==> src/rtl/uart_rx.sv <==
//==============================================================================
// Module      : uart_rx
// Description : 8N1 UART receiver. Oversamples RxD with the system clock,
//               centres sampling on each bit and hands every correctly framed
//               byte to the consumer on a level valid / ack handshake, with
//               1-cycle framing-error and overrun pulses.
// Revision    : 1.0 - initial release
//==============================================================================
`default_nettype none

module uart_rx #(
    parameter int CLKS_PER_BIT = 87,
    parameter int HALF_BIT     = CLKS_PER_BIT / 2
) (
    input  logic       clk,
    input  logic       rst,          // asynchronous, active low
    input  logic       RxD,
    input  logic       data_ack,
    output logic [7:0] dataOut,
    output logic       data_valid,
    output logic       frame_err,
    output logic       overrun,
    output logic       busy,
    output logic [2:0] state_debug
);

    // Counter only ever has to reach CLKS_PER_BIT-1
    localparam int                  c_CNT_W     = $clog2(CLKS_PER_BIT);
    localparam logic [c_CNT_W-1:0]  c_BIT_LAST  = c_CNT_W'(CLKS_PER_BIT - 1);
    localparam logic [c_CNT_W-1:0]  c_HALF_LAST = c_CNT_W'(HALF_BIT - 1);
    localparam logic [c_CNT_W-1:0]  c_CNT_ONE   = c_CNT_W'(1);

    localparam logic [2:0] c_IDLE      = 3'd0;
    localparam logic [2:0] c_START     = 3'd1;
    localparam logic [2:0] c_DATA      = 3'd2;
    localparam logic [2:0] c_STOP      = 3'd3;
    localparam logic [2:0] c_WAIT_IDLE = 3'd4;

    logic               r_sync1;
    logic               r_rx_s;
    logic [2:0]         r_state;
    logic [c_CNT_W-1:0] r_cnt;
    logic [2:0]         r_bit_idx;
    logic [7:0]         r_shift;
    logic [7:0]         r_data;
    logic               r_data_valid;
    logic               r_frame_err;
    logic               r_overrun;

    logic               w_stop_sample;
    logic               w_good_stop;
    logic               w_bad_stop;

    // Stop bit is judged at its centre; good/bad decides the output update
    assign w_stop_sample = (r_state == c_STOP) && (r_cnt == c_BIT_LAST);
    assign w_good_stop   = w_stop_sample &&  r_rx_s;
    assign w_bad_stop    = w_stop_sample && !r_rx_s;

    assign dataOut     = r_data;
    assign data_valid  = r_data_valid;
    assign frame_err   = r_frame_err;
    assign overrun     = r_overrun;
    assign busy        = (r_state != c_IDLE);
    assign state_debug = r_state;

    // Two-flop synchronizer; resets to the idle (high) line level
    always_ff @(posedge clk or negedge rst) begin
        if (!rst) begin
            r_sync1 <= 1'b1;
            r_rx_s  <= 1'b1;
        end else begin
            r_sync1 <= RxD;
            r_rx_s  <= r_sync1;
        end
    end

    // Frame FSM: start detect, mid-bit sampling of 8 data bits, stop check
    always_ff @(posedge clk or negedge rst) begin
        if (!rst) begin
            r_state   <= c_IDLE;
            r_cnt     <= '0;
            r_bit_idx <= 3'd0;
            r_shift   <= 8'd0;
        end else begin
            case (r_state)
                c_IDLE: begin
                    if (!r_rx_s) begin
                        r_state <= c_START;
                        r_cnt   <= '0;
                    end
                end
                c_START: begin
                    if (r_cnt == c_HALF_LAST) begin
                        r_cnt <= '0;
                        // A start bit that has gone high again was a glitch
                        if (!r_rx_s) begin
                            r_state   <= c_DATA;
                            r_bit_idx <= 3'd0;
                        end else begin
                            r_state <= c_IDLE;
                        end
                    end else begin
                        r_cnt <= r_cnt + c_CNT_ONE;
                    end
                end
                c_DATA: begin
                    if (r_cnt == c_BIT_LAST) begin
                        r_cnt   <= '0;
                        r_shift <= {r_rx_s, r_shift[7:1]};   // LSB arrives first
                        if (r_bit_idx == 3'd7) begin
                            r_state <= c_STOP;
                        end else begin
                            r_bit_idx <= r_bit_idx + 3'd1;
                        end
                    end else begin
                        r_cnt <= r_cnt + c_CNT_ONE;
                    end
                end
                c_STOP: begin
                    if (r_cnt == c_BIT_LAST) begin
                        r_cnt <= '0;
                        // Leave at mid-stop so a directly following start is seen
                        r_state <= r_rx_s ? c_IDLE : c_WAIT_IDLE;
                    end else begin
                        r_cnt <= r_cnt + c_CNT_ONE;
                    end
                end
                c_WAIT_IDLE: begin
                    // Line held low (break / stuck): wait for idle before rearming
                    if (r_rx_s) begin
                        r_state <= c_IDLE;
                    end
                end
                default: begin
                    r_state <= c_IDLE;
                    r_cnt   <= '0;
                end
            endcase
        end
    end

    // Output register and valid/ack handshake with error pulses
    always_ff @(posedge clk or negedge rst) begin
        if (!rst) begin
            r_data       <= 8'd0;
            r_data_valid <= 1'b0;
            r_frame_err  <= 1'b0;
            r_overrun    <= 1'b0;
        end else begin
            r_frame_err <= w_bad_stop;
            // An ack on the completion edge consumes the old byte: no overrun
            r_overrun   <= w_good_stop && r_data_valid && !data_ack;
            if (w_good_stop) begin
                r_data       <= r_shift;
                r_data_valid <= 1'b1;
            end else if (data_ack) begin
                r_data_valid <= 1'b0;
            end
        end
    end

endmodule

`default_nettype wire

==> config.mk <==
export PLATFORM = sky130hd
export DESIGN_NAME = uart_rx
export DESIGN_NICKNAME = d
export VERILOG_FILES = /design/src/rtl/uart_rx.sv
export SDC_FILE = /design/constraint.sdc
export NUM_CORES = 1
export LEC_CHECK = 0
export CAP_MARGIN = 20
export CORE_ASPECT_RATIO = 1.1
export CORE_UTILIZATION = 55
export DETAILED_ROUTE_END_ITERATION = 10
export PLACE_DENSITY = 0.88
export SLEW_MARGIN = 40
export SYNTH_ARGS = -nofsm -noshare
export SYNTH_HDL_FRONTEND = slang
export SYNTH_SLANG_ARGS = --single-unit
==> constraint.sdc <==
create_clock -name clk -period 5.7 [get_ports clk]
set_clock_uncertainty 0.1 [all_clocks]
set_input_delay 0.57 -clock clk [delete_from_list [all_inputs] [get_ports clk]]
set_output_delay 0.57 -clock clk [all_outputs]
set_load 0.02 [all_outputs]
==> flow_summary.toml, run 1 <==
[cts]
cts_root_buffer = "clkbuf_4"
htreeDepth = 2
cts_resized = 0
path_clk_slew_ps = 100
ctsLongestPathBuffers = 2
cts.sinks = 34
clk_latency_ps = 340
hold_buffers = 0
cts_tree = "yes"
numCtsBuffers = 5
cts_setup_buffers = 0

[route]
vias = 1028
postRouteAntennaNets = 0
via_per_inst = 5.65
first_pass_iters = 4
drt_iter0_drc = 42
detail_route.wirelength_um = 2720
drc = 0
wire_per_inst_um = 15.0

[critical_path]
worstSetupStartpointType = "flop"
critPathRequiredTime_ps = 5030
slowest_stage = "clkdlybuf4s50_1"
path_cells = "or3_1 > clkdlybuf4s50_1"
r2r-start = "r_cnt[0]"
critPathKind = "reg -> out"
cpLargestDelayFamily = "buffers and inverters"
startpoint = "state_debug[1]"
cp_num_buf_inv = 1
worst-path-max-fanout = 12
crit_arrival_ps = 1850
slowest_delay_ps = 550
end_kind = "primary output"

[place]
place.gp.congestion = 0.816
port_buffers = 18
place_ws_ps = 3560
dp_hpwl_um = 1890
placed_area_um2 = 1750
dp.cells = 174

[timing]
fin_crit_ps = 2520
rsz0062_at_grt = "no"
report.final.slew_viol_count = 0
worst_slack_ps = 3190
relSlewSlack = 0.487
max_freq_ghz = 0.398
hold_viol_final = 0
fin_crit_sh = 0.441
tns_ps = 0
worst_pin_slew_ps = 764
setup_viol = 0

[pwr]
swShare = 0.234
p_leak_nw = 0.839
p_per_area_nw_per_um2 = 253
finalPower_mw = 0.461
power_frac_clock = 0.376
ir_worst_vdd_mv = 0.200
switchingPower_mw = 0.108
comb_power_share = 0.070
p_int_mw = 0.354
power_frac_seq = 0.554

[floorplan]
die_y_um = 57.5
start_util = 0.599
ioPinCount = 19
rows = 19
dieArea_um2 = 3010
core_um2 = 2570
die_x_um = 52.4

[logic_synthesis]
ys_seq_area_frac = 0.555
postSynthCellCount = 128
synth_fa_ha_area_frac = 0.0325
ys_warn_count = 0
synth-simple-area-share = 0.158
syn_area_um2 = 1540
synth_xor_area_frac = 0.00570
synth-seq-cells = 34
synth_nets = 136
dominantRegCellSynth = "dfrtp_1"
synth_top_family_by_area = "simple AND/OR/NAND/NOR gates"
synthArstFlopShare = 1.00
syn_avg_cell_area_um2 = 12.0
synth-edff-count = 0
yosys.cell_types.count = 34
synth_compound_area_frac = 0.106
muxShareOfSynthArea = 0.124

[global_routing]
overflow = 0
grt_pass1_wl_um = 4490
grt_max_degree = 35
grt_pass1_vias = 1042
gr-usage-all-layers = 0.206
grt_antenna_before_repair = 0

[final_layout]
stdcell_count = 182
fillers = 174
diodes = 0
synthToLayoutAreaGrowth_pct = 18.5
drive_gt1_frac = 0.0993
stdcell_area_um2 = 1820
num-nets-final = 158

[status]
status = "finished, final reports clean"

[flow_run]
drv_cap = 0

[worst_hold_path]
min-delay-start = "r_sync1"
min_path_type = "reg -> reg"
metrics by stage:
step                utilization  hold WS, ps
global placement          0.680          246
CTS                       0.710          265
finish                    0.710          264
detailed placement        0.680          251
global route              0.710          269
floorplan                     -          174
cell usage after synthesis (all sizes together) (2+ instances only):
master | count | area (um^2)
dfrtp | 32 | 801
nand3 | 3 | 15.0
o211ai | 3 | 22.5
nor2 | 8 | 32.5
dfstp | 2 | 52.6
o21ai | 9 | 45.0
nand2b | 3 | 18.8
nor2b | 4 | 25.0
buf | 2 | 10.0
a21oi | 3 | 15.0
or3 | 2 | 12.5
nor3 | 4 | 25.0
inv | 3 | 11.3
clkbuf | 2 | 7.51
mux2 | 17 | 191
a22o | 2 | 17.5
ha | 4 | 50.1
nand2 | 13 | 48.8
nand4 | 2 | 27.5
state kept, by name (all words and copies together) (netlist names), 3 cells and up:
| name | flops |
|---|---|
| dataOut | 8 |
| r_bit_idx | 3 |
| r_cnt | 7 |
| r_shift | 8 |
| state_debug | 3 |
kinds of logic (layout without fill, tap and decap cells):
group	Yosys count	count (layout)
buffers and inverters	7	30
adders and majority gates	4	4
muxes	17	17
AOI/OAI and AO/OA	22	22
xor gates and xnor gates	1	1
DFF	34	34
and+or+nand+nor	43	43
power groups by stage:
stage	Clock (mW)	Sequential [mW]	Combinational, mW
after floorplan	0	0.258	0.0198
after global placement	0	0.259	0.0308
after detailed placement	0	0.260	0.0322
after CTS	0.175	0.255	0.0324
after global routing	0.187	0.257	0.0359
final	0.173	0.256	0.0322
cell usage in the layout (no fill, tap or decap), drive strengths merged:
master,n
or3,2
bufinv,1
mux2,17
o41ai,1
clkdlybuf4s50,18
dfrtp,32
nand4,2
nor2,8
ha,4
nor3,4
a221o,1
xnor2,1
nor2b,4
and4bb,1
dfstp,2
o21ai,9
o211a,1
a22o,2
buf,1
and2,1
nand4b,1
a2111oi,1
o211ai,3
nand2,13
o22ai,1
nand3,3
inv,3
clkbuf,7
nand2b,3
a21oi,3
or2,1
area by class of cell:
cell class | instances | area (um^2) | share of cell area
Timing Repair Buffer | 19 | 188 | 0.103
Sequential cell | 34 | 853 | 0.468
Clock buffer | 7 | 45.0 | 0.0247
Tap cell | 31 | 38.8 | 0.0213
Multi-Input combinational cell | 87 | 656 | 0.360
Inverter | 3 | 11.3 | 0.00618
Clock inverter | 1 | 30.0 | 0.0165
final timing paths:
kind | depth (start not counted) | to | slack (ps)
min in group asynchronous | 2 | r_shift[5] | 530
setup / recovery | 2 | busy | 3190
max in group asynchronous | 2 | r_rx_s | 4650
hold / removal | 0 | r_rx_s | 260
setup reg to reg | 6 | r_shift[5] | 3570
hold reg to reg | 0 | r_rx_s | 260
metal layers:
layer	part of all wire	vias up	wire length, um	global-route usage
li1	-	498	-	-
met1	0.45	495	1220	0.245
met2	0.49	29	1330	0.327
met3	0.044	6	119	0.0587
met4	0.019	0	51	0.117
met5	0	-	0	0
No activity file was read; power rests on OpenSTA's default activity.
==> run 2, diff against run 1 <==
CORE_UTILIZATION = 49   (was 55)
PLACE_DENSITY = 0.84   (was 0.88)
clock period = 2.1 ns   (was 5.7 ns; I/O delays follow)
==> run 2 against run 1 <==
Compared with the run above:
- highest routed layer unchanged
- final cell count rose by 2.7%
- combinational power rose to 2.8 times the previous value
- via count rose by 4.8%
- first-iteration DRC count fell by 24%
- wire length rose by 3.5%
- register-to-register slack got worse by 3500 ps
- final area rose by 0.27%
- setup slack got worse by 3100 ps
- critical path depth rose by 4
- core utilization fell by 7.5 points
==> flow_summary.toml, run 2 (synthesis results as in run 1) <==
[status]
status = "finished, final reports clean"

[critical_path]
critPathRequiredTime_ps = 2240
critPathKind = "reg -> reg"
r2r_slack_ps = 110
ff2ff_path_depth = 6
worstSetupStartpointType = "flop"
path_cells = "inv_1 > ha_1 > and4bb_4 > a2111oi_4 > nor2_2 > o211ai_1"
slowest_delay_ps = 500
startpoint = "r_cnt[0]"
regToRegEndpoint = "r_cnt[3]"
slowest_stage = "a2111oi_4"
worst-path-max-fanout = 6
r2r-start = "r_cnt[0]"
end_kind = "flop"
crit_arrival_ps = 2130

[floorplan]
dieArea_um2 = 3370
ioPinCount = 19
start_util = 0.534
rows = 20
die_x_um = 55.4
core_um2 = 2880
die_y_um = 60.8

[route]
first_pass_iters = 4
postRouteAntennaNets = 0
detail_route.wirelength_um = 2820
drc = 0
wire_per_inst_um = 15.1
vias = 1077
via_per_inst = 5.76
drt_iter0_drc = 32

[final_layout]
stdcell_count = 187
synthToLayoutAreaGrowth_pct = 18.8
drive_gt1_frac = 0.143
final_cell_mix = "dfrtp_1, clkdlybuf4s50_1, mux2_1"
diodes = 0
fillers = 218
layout_commonest_cell = "dfrtp_1"
final_util = 0.635
stdcell_area_um2 = 1830
num-nets-final = 161

[pwr]
swShare = 0.255
power_frac_clock = 0.300
ir_worst_vdd_mv = 0.462
power_frac_seq = 0.619
switchingPower_mw = 0.287
p_per_area_nw_per_um2 = 614
comb_power_share = 0.080
finalPower_mw = 1.12
p_int_mw = 0.836
p_leak_nw = 0.847

[timing]
hold_viol_final = 0
rsz0062_at_grt = "no"
worst_pin_slew_ps = 441
report.final.slew_viol_count = 0
max_freq_ghz = 0.501
tns_ps = 0
relSlewSlack = 0.706
fin_crit_ps = 1990
fin_crit_sh = 0.950
setup_viol = 0

[cts]
cts_root_buffer = "clkbuf_4"
htreeDepth = 2
hold_buffers = 0
numCtsBuffers = 5
ctsLongestPathBuffers = 2
cts_tree = "yes"
cts.sinks = 34
cts_setup_buffers = 0
path_clk_slew_ps = 100
clk_latency_ps = 330

[place]
place.gp.congestion = 0.755
placed_area_um2 = 1770
dp.cells = 179
port_buffers = 18
dp_hpwl_um = 2030

[global_routing]
grt_pass1_vias = 1150
grt_pass1_wl_um = 4820
grt_max_degree = 35
grt_antenna_before_repair = 0
overflow = 0
gr-usage-all-layers = 0.196

[flow_run]
drv_cap = 0

[worst_hold_path]
min_path_type = "in -> async"
run 2: critical path: cells and delay by family (launching register included):
kind | cells | cell delay [ps]
AND/OR/NAND/NOR | 2 | 380
buffers and inverters | 1 | 60
flip-flops | 1 | 420
AO/OA/AOI/OAI | 2 | 750
adder cells (fa/ha/maj) | 1 | 210
run 2: area by class of cell:
cell class | instances | area, um^2 | share of cell area
timing repair buffer | 22 | 209 | 0.114
clock inverter | 2 | 10.0 | 0.00548
sequential | 34 | 856 | 0.468
tap | 33 | 41.3 | 0.0226
clock buffer | 6 | 41.3 | 0.0226
inverter | 3 | 11.3 | 0.00616
multi-input combinational | 87 | 658 | 0.360
run 2: how the worst max path moves through the flow:
| stage | slack [ps] | to |
|---|---|---|
| after global routing | 2 | r_cnt[6] |
| after detailed placement | 30 | r_shift[3] |
| final | 110 | r_cnt[3] |
| after CTS | 10 | r_shift[3] |
| after floorplan | 230 | r_shift[0] |
| after global placement | 120 | r_shift[6] |
run 2: power by group through the flow:
stage          combinational (mW)  sequential (mW)  clock [mW]
6_report                   0.0901            0.695       0.337
5_1_grt                    0.0999            0.698       0.377
4_1_cts                    0.0917            0.695       0.351
3_5_place_dp               0.0920            0.707           0
3_3_place_gp               0.0853            0.704           0
2_1_floorplan              0.0539            0.699           0
run 2: layer usage:
layer / track usage / part of all wire / vias to the layer above
met4: 0.161 / 0.026 / 0
met3: 0.0618 / 0.047 / 6
li1: - / - / 510
met5: 0 / 0 / -
met2: 0.339 / 0.53 / 32
met1: 0.199 / 0.39 / 529
run 2: repair_timing:
action	CTS	global route
setup endpoints to repair	1	8
cloned	0	0
resized for setup	3	2
run 2: through the flow:
step | hold WS [ps] | setup WS (ps)
4_1_cts | 164 | 12.7
6_report | 173 | 105
3_3_place_gp | 246 | 118
5_1_grt | 174 | 1.61
3_5_place_dp | 249 | 25.9
2_1_floorplan | -186 | 234
==> RTL edit (config.mk and constraints of run 2) <==
Register the input `RxD` before use, without a reset. The logic sees it one clock later. The other inputs are not delayed to match.
--- a/src/rtl/uart_rx.sv
+++ b/src/rtl/uart_rx.sv
@@ -36,6 +36,12 @@
     localparam logic [2:0] c_STOP      = 3'd3;
     localparam logic [2:0] c_WAIT_IDLE = 3'd4;
 
+    logic RxD_q;
+
+    always_ff @(posedge clk) begin
+        RxD_q <= RxD;
+    end
+
     logic               r_sync1;
     logic               r_rx_s;
     logic [2:0]         r_state;
@@ -69,7 +75,7 @@
             r_sync1 <= 1'b1;
             r_rx_s  <= 1'b1;
         end else begin
-            r_sync1 <= RxD;
+            r_sync1 <= RxD_q;
             r_rx_s  <= r_sync1;
         end
     end
Function: changed (Yosys sat finds a counterexample within 4 cycles, from zero or initial values and one cycle with rst low).
==> RTL edit against run 2 <==
First-iteration DRC count fell by 3.1%. Synthesized area up 2.4%. Routed wire length shrank 6.0%. Sequential cell count increased by 1. Total power rose by 16%. Worst setup slack got worse by 30 ps. Synthesized cell count decreased by 1.6%. Register-to-register slack gained 20 ps. Clock power up 42%. Sequential share of layout area is 0.31 points lower. Die area rose by 2.4%. Design area is 3.0% higher. Non-clock buffer count shrank 1. Critical path type is now reg2out.
==> RTL edit: results (changes against run 2) <==
Worst-Skew Late Latency=330 ps (about the same); DR iter-0 viols=31 (was 32); Slowest Stage Delay on Critical Path=540 ps (was 500 ps); FILL cells=229 (was 218); part of the power in the clock network=0.369 (was 0.300); Vias/cell=5.82 (was 5.76); Buffers on Ports=18 (unchanged); critical path arrival=1710 ps (was 2130 ps); maximum fanout along the worst path=10 (was 6); WL met3=143 um (was 131 um); number of diodes=0 (unchanged); Final nets=158 (was 161); family with the most delay on the worst path=buffers and inverters (was compound AO/OA/AOI/OAI gates); WL/cell=14.3 um (was 15.1 um); Area Overhead vs Synth=19.5% (was 18.8%); Slew Limit Headroom=0.716 (was 0.706); Int Pwr=990 uW (was 836 uW); leak pwr=0.934 nW (was 0.847 nW); Gate power share=0.077 (was 0.080); Hold Crit Class=in2async (unchanged); yosys warns=0 (unchanged); wl on met1=1110 um (about the same); Final HPWL DP=1960 um (was 2030 um); ys async rst share=0.971 (was 1.00); first-pass GRT wire length=4480 um (was 4820 um); Max IR drop VDD=686 uV (was 462 uV); synth top area cells=dfrtp_1 51%, mux2_2 11%, dfstp_2 3.3% (was dfrtp_1 52%, mux2_1 12%, dfstp_2 3.4%); Worst path slowest cell=clkdlybuf4s50_1 (was a2111oi_4); Clk. pwr=480 uW (was 337 uW); Placer Congestion=0.744 (was 0.755); met2 wire len=1360 um (was 1500 um); status=finished clean (unchanged); sequential area share after synthesis=0.554 (was 0.555); clock-pin slew on the worst setup and hold paths=110 ps; Synth Net Count=134 (was 136); Synth top cells by count=32 x dfrtp_1, 15 x mux2_2, 8 x nand2_1 (was 32 x dfrtp_1, 16 x mux2_1, 13 x nand2_1); initial antenna violation count=0 (unchanged); post-synth cell types=37 (was 34); layout cell share with drive strength beyond 1=0.245 (was 0.143); vias in the first global route=1,027 (was 1,150); placed inst area=1800 um^2 (was 1770 um^2); gr usage total=0.173 (was 0.196)
## RTL edit: cell count changes after synthesis, sizes merged, moves of 3 or more
| cell | run 2 | this run |
|---|---|---|
| a21o | 0 | 6 |
| a221oi | 0 | 5 |
| nand2 | 13 | 9 |
| o211ai | 3 | 0 |
| o21ai | 9 | 5 |
## RTL edit: kinds of logic (layout without fill, tap and decap cells)
logic type / Yosys count / count (layout) / synth area share
and+or+nand+nor: 40 / 40 / 0.154
DFF: 35 / 35 / 0.554
AOI/OAI and AO/OA: 24 / 24 / 0.114
buffers and inverters: 6 / 31 / 0.0191
adders and majority gates: 4 / 4 / 0.0318
muxes: 17 / 17 / 0.126
## RTL edit: stage by stage
step	hold slack [ps]	setup WS [ps]	cells
5_1_grt	187	1.11	185
2_1_floorplan	-186	293	126
3_3_place_gp	186	203	177
6_report	163	75.2	185
4_1_cts	170	36.5	185
3_5_place_dp	187	138	177
## RTL edit: worst paths after layout
kind                                 from         end  slack [ps]
setup reg to reg                 r_cnt[0]  dataOut[0]         130
max in group asynchronous             rst      r_rx_s        1400
min in group clk                    RxD_q     r_sync1         200
hold reg to reg                     RxD_q     r_sync1         200
setup / recovery           state_debug[0]        busy          80
hold / removal                        rst  dataOut[1]         160
## RTL edit: per-layer routing
layer  vias up  GRT usage
li1        512          -
met1       527      0.181
met2        33      0.328
met3         4     0.0546
met4         0     0.0732
met5         -          0
## RTL edit: cell type report
class / count / area share
inverter: 2 / 0.00399
sequential: 35 / 0.465
clock buffer: 5 / 0.0199
multi-input combinational: 85 / 0.357
timing repair buffer: 21 / 0.108
tap: 34 / 0.0226
clock inverter: 3 / 0.0233
## RTL edit: what timing repair did
action                     CTS  global route
setup buffers                0             0
setup endpoints to repair    0             1
gates resized for setup      0             2
